**src/rtl/pipe_addn.sv**
```systemverilog
// pipe_addn: sliding-window sum of the last N float samples through a pipelined adder tree
module float_add #(
  parameter int LAT = 7
) (
  input  logic        clock,
  input  logic        aclr,
  input  logic        clk_en,
  input  logic [31:0] a,
  input  logic [31:0] b,
  output logic [31:0] result
);
  logic [31:0] x, y, r;
  logic [7:0] ex, ey, d;
  logic [26:0] mx, my, myy, n;
  logic [27:0] s;
  logic [9:0] e;
  logic [4:0] lz, sa;
  logic [24:0] rm;
  logic sub, up;
  logic [31:0] pipe [LAT];
  // align, add/subtract, normalise and round-to-nearest-even; x always has the larger magnitude
  always_comb begin
    x = (a[30:0] >= b[30:0]) ? a : b;
    y = (a[30:0] >= b[30:0]) ? b : a;
    ex = (x[30:23] == 8'd0) ? 8'd1 : x[30:23];
    ey = (y[30:23] == 8'd0) ? 8'd1 : y[30:23];
    mx = {|x[30:23], x[22:0], 3'b000};
    my = {|y[30:23], y[22:0], 3'b000};
    d = ex - ey;
    myy = (d > 8'd26) ? {26'd0, |my} : ((my >> d) | {26'd0, |(my & ((27'd1 << d) - 27'd1))});
    sub = x[31] ^ y[31];
    s = sub ? {1'b0, mx} - {1'b0, myy} : {1'b0, mx} + {1'b0, myy};
    lz = 5'd27;
    for (int i = 0; i < 27; i++) if (s[i]) lz = 5'(26 - i);
    e = {2'b00, ex};
    n = s[26:0];
    sa = 5'd0;
    if (s[27]) begin
      n = s[27:1] | {26'd0, s[0]};
      e = e + 10'd1;
    end else begin
      sa = ({5'd0, lz} < e - 10'd1) ? lz : 5'(e - 10'd1);
      n = s[26:0] << sa;
      e = e - {5'd0, sa};
    end
    up = n[2] & (|n[1:0] | n[3]);
    rm = {1'b0, n[26:3]} + {24'd0, up};
    if (rm[24]) begin
      rm = {1'b0, rm[24:1]};
      e = e + 10'd1;
    end
    r = {x[31], (rm[23] ? e[7:0] : 8'd0), rm[22:0]};
    if (e >= 10'd255) r = {x[31], 8'hFF, 23'd0};
    if (s == 28'd0) r = {x[31] & y[31], 31'd0};
    if (x[30:23] == 8'hFF) r = (x[22:0] != 23'd0 || (y[30:23] == 8'hFF && sub)) ? 32'h7FC00000 : x;
  end
  // LAT-deep result pipeline; the adder's whole latency lives here
  always_ff @(posedge clock or posedge aclr)
    if (aclr) for (int i = 0; i < LAT; i++) pipe[i] <= 32'h0;
    else if (clk_en) begin
      pipe[0] <= r;
      for (int i = 1; i < LAT; i++) pipe[i] <= pipe[i-1];
    end
  assign result = pipe[LAT-1];
endmodule

module pipe_addn #(
  parameter int N        = 3,
  parameter int FADD_LAT = 7,
  parameter int PARTIAL  = 0
) (
  input  logic                     clock,
  input  logic                     aclr_n,
  input  logic                     clk_en,
  input  logic                     clear,
  input  logic                     in_valid,
  input  logic [31:0]              in,
  output logic                     out_valid,
  output logic [31:0]              result,
  output logic [$clog2(N+1)-1:0]   fill
);
  localparam int D  = $clog2(N);
  localparam int TL = D * FADD_LAT;
  localparam int FW = $clog2(N + 1);
  function automatic int cnt(int l);
    return (N + (1 << l) - 1) >> l;
  endfunction
  logic [31:0] win [N];
  logic [FW-1:0] fill_next;
  logic tok_in;
  logic [TL:0] tok;
  // fill after this edge; a clear restarts the count from the sample loaded alongside it
  always_comb begin
    fill_next = clear ? FW'(in_valid) : (!in_valid || fill == FW'(N)) ? fill : fill + 1'b1;
    tok_in = in_valid & (PARTIAL != 0 || fill_next == FW'(N));
  end
  // sample window shift register; clear empties it but still captures a coincident sample
  always_ff @(posedge clock or negedge aclr_n)
    if (!aclr_n) for (int i = 0; i < N; i++) win[i] <= 32'h0;
    else if (clk_en) begin
      if (clear) begin
        for (int i = 0; i < N; i++) win[i] <= 32'h0;
        if (in_valid) win[0] <= in;
      end else if (in_valid) begin
        win[0] <= in;
        for (int i = 1; i < N; i++) win[i] <= win[i-1];
      end
    end
  // level l holds ceil(N/2^l) nodes; an unpaired node rides a delay line matching one adder
  for (genvar l = 0; l <= D; l++) begin : lvl
    logic [31:0] v [N];
    for (genvar j = 0; j < N; j++) begin : nd
      if (l == 0) begin : leaf
        assign v[j] = win[j];
      end else if (2*j + 1 < cnt(l-1)) begin : add
        float_add #(.LAT(FADD_LAT)) u_add (
          .clock  (clock),
          .aclr   (~aclr_n),
          .clk_en (clk_en),
          .a      (lvl[l-1].v[2*j]),
          .b      (lvl[l-1].v[2*j+1]),
          .result (v[j])
        );
      end else if (2*j < cnt(l-1)) begin : byp
        logic [31:0] dl [FADD_LAT];
        // bypass delay keeps the odd operand aligned with its paired neighbours
        always_ff @(posedge clock or negedge aclr_n)
          if (!aclr_n) for (int i = 0; i < FADD_LAT; i++) dl[i] <= 32'h0;
          else if (clk_en) begin
            dl[0] <= lvl[l-1].v[2*j];
            for (int i = 1; i < FADD_LAT; i++) dl[i] <= dl[i-1];
          end
        assign v[j] = dl[FADD_LAT-1];
      end else begin : nil
        assign v[j] = 32'h0;
      end
    end
  end
  // fill count, valid tokens travelling alongside the tree, and the output register
  always_ff @(posedge clock or negedge aclr_n)
    if (!aclr_n) begin
      fill <= '0;
      tok <= '0;
      out_valid <= 1'b0;
      result <= 32'h0;
    end else if (clk_en) begin
      fill <= fill_next;
      tok <= clear ? {{TL{1'b0}}, tok_in} : {tok[TL-1:0], tok_in};
      out_valid <= !clear && tok[TL];
      result <= lvl[D].v[0];
    end
endmodule

```
**config.mk**
```make
export PLATFORM = sky130hd
export DESIGN_NAME = pipe_addn
export DESIGN_NICKNAME = d
export VERILOG_FILES = /design/src/rtl/pipe_addn.sv
export SDC_FILE = /design/constraint.sdc
export NUM_CORES = 2
export LEC_CHECK = 0
export CAP_MARGIN = 20
export CORE_MARGIN = 3
export CORE_UTILIZATION = 55
export DETAILED_ROUTE_END_ITERATION = 6
export GPL_ROUTABILITY_DRIVEN = 0
export PLACE_DENSITY = 0.68
export SLEW_MARGIN = 5
export SYNTH_ARGS = -nofsm -noshare
export SYNTH_HDL_FRONTEND = slang
export SYNTH_HIERARCHICAL = 1
export SYNTH_SLANG_ARGS = --single-unit
```
**constraint.sdc**
```tcl
create_clock -name clock -period 18.8 [get_ports clock]
set_input_delay 3.76 -clock clock [delete_from_list [all_inputs] [get_ports clock]]
set_output_delay 3.76 -clock clock [all_outputs]
set_load 0.01 [all_outputs]
```
* After elaboration in Yosys (flattened, before gate mapping)
Cells that the tools add are included.
** Word-level totals
- Output and inout port bits :: 35
- Word-level logic and storage cells :: 202
- Bits in registers :: 818
- Bits of input ports :: 37
** Operators by class
- Magnitude comparators :: 8
- Add/sub/neg operators :: 19
- Bitwise gates (word level) :: 15
- Muxes and demuxes :: 92
- Reduce and logical (&&, ||, !) cells :: 28
- Eq/ne operators :: 6
- Shifts and indexed selects :: 6
** Operator list (number)
- two-way mux 32 bit :: 11
- two-way mux 96 bit :: 2
- two-way mux 5 bit :: 34
- two-way mux 27 bit :: 4
- OR 27 x 1 -> 27 bit :: 4
- two-way mux 4 bit :: 16
- >= comparator 31 bit :: 2
- two-way mux 31 bit :: 2
- OR reduction 31 bit :: 2
- adder 27 x 27 -> 28 bit :: 2
- logical NOT 28 bit :: 2
- two-way mux 28 bit :: 2
- subtractor 27 x 27 -> 28 bit :: 2
- bitwise AND 27 bit :: 2
- OR reduction 27 bit :: 2
- << shifter 1 x 8 -> 27 bit (first input constant) :: 2
- << shifter 27 x 5 -> 27 bit :: 2
- right shift 27 x 8 -> 27 bit :: 2
- subtractor 27 x 1 -> 27 bit (second input constant) :: 2
- adder 24 x 1 -> 25 bit :: 2
- two-way mux 24 bit :: 2
- two-way mux 8 bit :: 6
- nonzero test 23 bit :: 2
- two-way mux 10 bit :: 4
- other kinds (25) :: 61

* Logic depth before layout (Yosys ltp)
- Depth in word-level cells :: 53
- Gate-level depth with buffers :: 84
- Gate-level depth less buffers :: 73

* By module
The synthesis kept the hierarchy.
** Modules (own cells, without submodules)
- float_add (lvl[1].nd[0].add.u_add) :: sequential area each 5605.4 µm², area an instance 20826.2 µm², cells each 2456, instances 1
- float_add (lvl[2].nd[0].add.u_add) :: sequential area each 5605.4 µm², area an instance 20771.2 µm², cells each 2435, instances 1
- pipe_addn :: sequential area each 9258.9 µm², area an instance 13819.5 µm², cells each 837, instances 1

* Worst setup path after synthesis
Ideal clock, no wire load.
- Kind :: register to register
- Start point :: register win, in the netlist lvl[0].v[58]
- End point :: register lvl[1].nd[0].add.u_add/pipe[203] (netlist bit)
- Setup slack :: 3132 ps
- Cell stages (with the launch flop) :: 84
- Buffers on the path :: 14
- Period minus slack after synthesis :: 15668 ps
- Setup time :: 120 ps
- Data required time :: 18680 ps
- Data arrival time :: 15548 ps
- Cells stage by stage :: dfrtp_1 > inv_1 > ha_1 > nand4_1 > nor4_2 > nand3_1 > o311ai_2 > nor2_1 > buf_2 > buf_2 > inv_1 > buf_1 > clkbuf_1 > clkbuf_1 > clkbuf_1 > and3_1 > a21oi_1 > ha_1 > (+48 left out) > ha_1 > fa_1 > inv_1 > a21oi_1 > o21bai_1 > a21oi_1 > nand3_1 > o21ai_0 > xnor2_1 > nor4_1 > and4b_1 > a21oi_1 > or4_1 > a22oi_1 > o211a_4 > nor2_4 > buf_6 > a41o_1
** Between the ends
- Longest elaborated chain between the ends :: 53
- Elaborated cells on any way between the ends :: 77
- Classes of those cells :: add/sub (9); order compare (4); eq/ne (2); shift (3); mux (42); bitwise (6); reduce/logical (11)
** Ends and longest elaborated chain
- start: declaration :: line 88 : logic [31:0] win [N];
- >= comparator 31 bit :: line 23, 24
- two-way mux 32 bit, on equally long branches :: line 23, 24
- logical NOT 8 bit, on equally long branches :: line 25, 26
- two-way mux 8 bit, on equally long branches :: line 25, 26
- subtractor 8 bit :: line 29 : d = ex - ey;
- << shifter 1 x 8 -> 27 bit :: line 30 : myy = (d > 8'd26) ? {26'd0, |my} : ((my >> d) | {26'd0, |(my & ((27'd1 << d) - 27'd1))});
- subtractor 27 x 1 -> 27 bit :: line 30
- bitwise AND 27 bit :: line 30
- (+37 left out)
- OR 1 bit :: line 46 : up = n[2] & (|n[1:0] | n[3]);
- bitwise AND 1 bit :: line 46
- adder 24 x 1 -> 25 bit :: line 47 : rm = {1'b0, n[26:3]} + {24'd0, up};
- two-way mux 10 bit :: line 48 : if (rm[24]) begin
- >= comparator 10 x 8 -> 1 bit :: line 53 : if (e >= 10'd255) r = {x[31], 8'hFF, 23'd0};
- two-way mux 31 bit :: line 53
- two-way mux 32 bit :: line 54 : if (s == 28'd0) r = {x[31] & y[31], 31'd0};
- two-way mux 32 bit (*) :: line 55 : if (x[30:23] == 8'hFF) r = (x[22:0] != 23'd0 || (y[30:23] == 8'hFF && sub)) ? 32'h7FC00000 : x;
- end: declaration :: line 20 : logic [31:0] pipe [LAT];
Every way passes the cells marked *; elsewhere a longest branch is shown, timed or not.
A chain may end at the register's enable or synchronous reset.

* Worst setup path after layout
- Start point :: register win, in the netlist lvl[0].v[52]
- End point :: register lvl[1].nd[0].add.u_add/pipe[193] (netlist bit)
Same word-level chain as after synthesis.

==> qor.csv <==
metric,value,unit
synth_top_area_share,36.9,%
violations,DRC,
cp_max_fo,35,
synth_warnings,6,
synth_most_common_cell,dfrtp_1,
wl,167000,µm
fin_nets,5929,
fin_crit,17.80,ns
synth-seq-cells,818,
grt_pass1_wl,260000,µm
status,finished with violations,
nFillCells,8288,
worstPathRequired,19.38,ns
syn_area,55400,µm²
drv_slew,0,
async_reset_ff_share,100,%
tightest_slew,1.25,ns
avgViaCountPerCell,6.75,
antenna_found_initial,4,
slowest_delay,0.54,ns
cts_made_buffers,85,
start_util,55.9,%
root_buffer,clkbuf_16,
cp-start-kind,register,
grt_util_all_layers,31.4,%
coreArea,99100,µm²
dr.pass1.iters,7,
ys_seq_area_share,36.9,%
synth_common_cells,"818 x dfrtp_1, 653 x mux2_2, 385 x nand2_1",
path_class,register to register,
cap_violations,0,
vias,47500,
drtIter0Drc,6788,
drive_gt1_share,20.7,%
place_hpwl,124000,µm
die_height,323,µm
setup_viol_count_final,0,
rows,115,
finalCritPeriodShare,94.7,%
drc_errors,155,
cts_tree,built,
reg2reg_slack,1.0,ns
wl_per_cell,23.8,µm
skew,0.0332,ns
synth_fp_nets,5972,
grt_max_degree,157,
htree_levels,3,
hold_viol,0,
slew-limit-headroom,16.3,%
hold_path_class,register to register,
rsz0062_at_grt,no,
synth_area_per_cell,9.67,µm²
yosys-top-cells-area,"dfrtp_1 37%, mux2_2 13%, ha_1 4.5%",
postRouteAntennaNets,0,
ctsHoldBuffers,0,
synth-main-ff-cell,dfrtp_1,
crit_top_cell,a21oi_1,
synth_edf_count,0,
grt_pass1_vias,44600,
pin_count,72,
tns,0,ns
ctsLongestPathBuffers,3,
synthDistinctLibCells,140,
yosysTopAreaCell,dfrtp_1,
overflow,0,
clock_latency,0.69,ns
clk_pin_slew,0.06,ns
cp-end-kind,register,
area_growth_syn_to_layout,8.45,%
slowest_stage,dfrtp_1,
synth_cells,5728,
port_buffers,71,
die_w,323,µm
arrival,18.38,ns
clock-sinks,818,
die_area,105000,µm²
fmaxAchievable,0.0562,GHz
-- cell usage in the layout, fill, tap and decap left out, types with 40 or more instances in the layout --
cell	count
dfrtp_1	818
mux2_2	653
nand2_1	385
a21oi_1	363
nor2_1	357
o21ai_0	268
inv_1	238
ha_1	201
buf_4	189
nand3_1	149
nor3_1	122
a22o_1	106
mux2i_1	98
clkbuf_16	86
o211ai_1	84
a211oi_1	77
nand4_1	74
xnor2_1	73
nor4_1	70
clkdlybuf4s50_1	69
o31ai_1	61
o22ai_1	55
a31oi_1	54
nor2b_1	50
or3_1	49
nand2b_1	45
a21o_1	40
-- layout make-up --
type / instances / area [µm²] / share of cell area [%]
inverters: 250 / 958 / 1.59
multi-input cells: 4261 / 31900 / 53.1
diodes: 1 / 2.50 / 0.00416
clock buffers: 118 / 2410 / 4.01
flip-flops and latches: 818 / 20500 / 34.1
repair buffers: 269 / 2270 / 3.77
clock inverters: 36 / 459 / 0.764
well taps: 1287 / 1610 / 2.68
-- final timing paths --
kind / startpoint / end / depth (start not counted)
min in group asynchronous: aclr_n / lvl[0].v[70]$_DFFE_PN0P_ / 1
hold / removal: tok[0]$_DFFE_PN0P_ / tok[0]$_DFFE_PN0P_ / 2
setup / recovery: lvl[0].v[52]$_DFFE_PN0P_ / lvl[1].nd[0].add.u_add/pipe[193]$_DFFE_PP0P_ / 69
hold reg to reg: tok[0]$_DFFE_PN0P_ / tok[0]$_DFFE_PN0P_ / 2
max in group asynchronous: aclr_n / lvl[2].nd[0].add.u_add/pipe[115]$_DFFE_PP0P_ / 5
setup reg to reg: lvl[0].v[52]$_DFFE_PN0P_ / lvl[1].nd[0].add.u_add/pipe[193]$_DFFE_PP0P_ / 69
-- registers in the layout, indices dropped and copies added, names as in the netlist --
| signal | flops |
|---|---|
| lvl.nd.add.u_add/pipe | 384 |
| lvl.nd.byp.dl | 224 |
| lvl.v | 96 |
| lvl.nd.add.u_add/result | 64 |
| result | 32 |
| tok | 15 |
| fill | 2 |
| out_valid | 1 |
-- what timing repair did --
action / CTS / global route
setup endpoints to repair: 0 / 62
resized for setup: 0 / 11
buffers inserted: 0 / 7
-- routing by layer --
layer / part of all wire (%) / global-route usage, %
met4: 6.4 / 16.4
met3: 10 / 6.52
met1: 42 / 44.5
met2: 41 / 45.3
met5: 0.018 / 0
-- cell families after synthesis --
group                    after synthesis  share of synthesized area, %
AO/OA/AOI/OAI                       1629                          21.1
buffers and inverters                650                          5.65
AND/OR/NAND/NOR                     1540                          14.2
flip-flops                           818                          36.9
multiplexers                         764                          15.4
XOR/XNOR                             119                          1.97
adder cells (fa/ha/maj)              208                          4.77
-- critical path, delay by kind of cell (launching register included) --
family	cells	cell delay [ns]
AOI/OAI and AO/OA	29	6.70
and+or+nand+nor	25	6.20
adders and majority gates	6	2.18
buffers and inverters	7	1.65
DFF	1	0.54
xor gates and xnor gates	2	0.37
-- metrics by stage --
stage	cell area [µm²]	setup WS [ns]	utilization, %	hold WS, ns	std cells
2_1_floorplan	55400	3.13	-	0.443	5728
3_3_place_gp	57100	1.42	57.6	0.463	6873
3_5_place_dp	57100	1.04	57.6	0.469	6873
4_1_cts	60000	0.970	60.5	0.485	7027
5_1_grt	60100	0.0458	60.6	0.503	7039
6_report	60100	0.997	60.6	0.482	7040
Power is left out: the tool's default activity adds up to more than one toggle a clock period on the data nets, which glitch-free logic cannot reach.
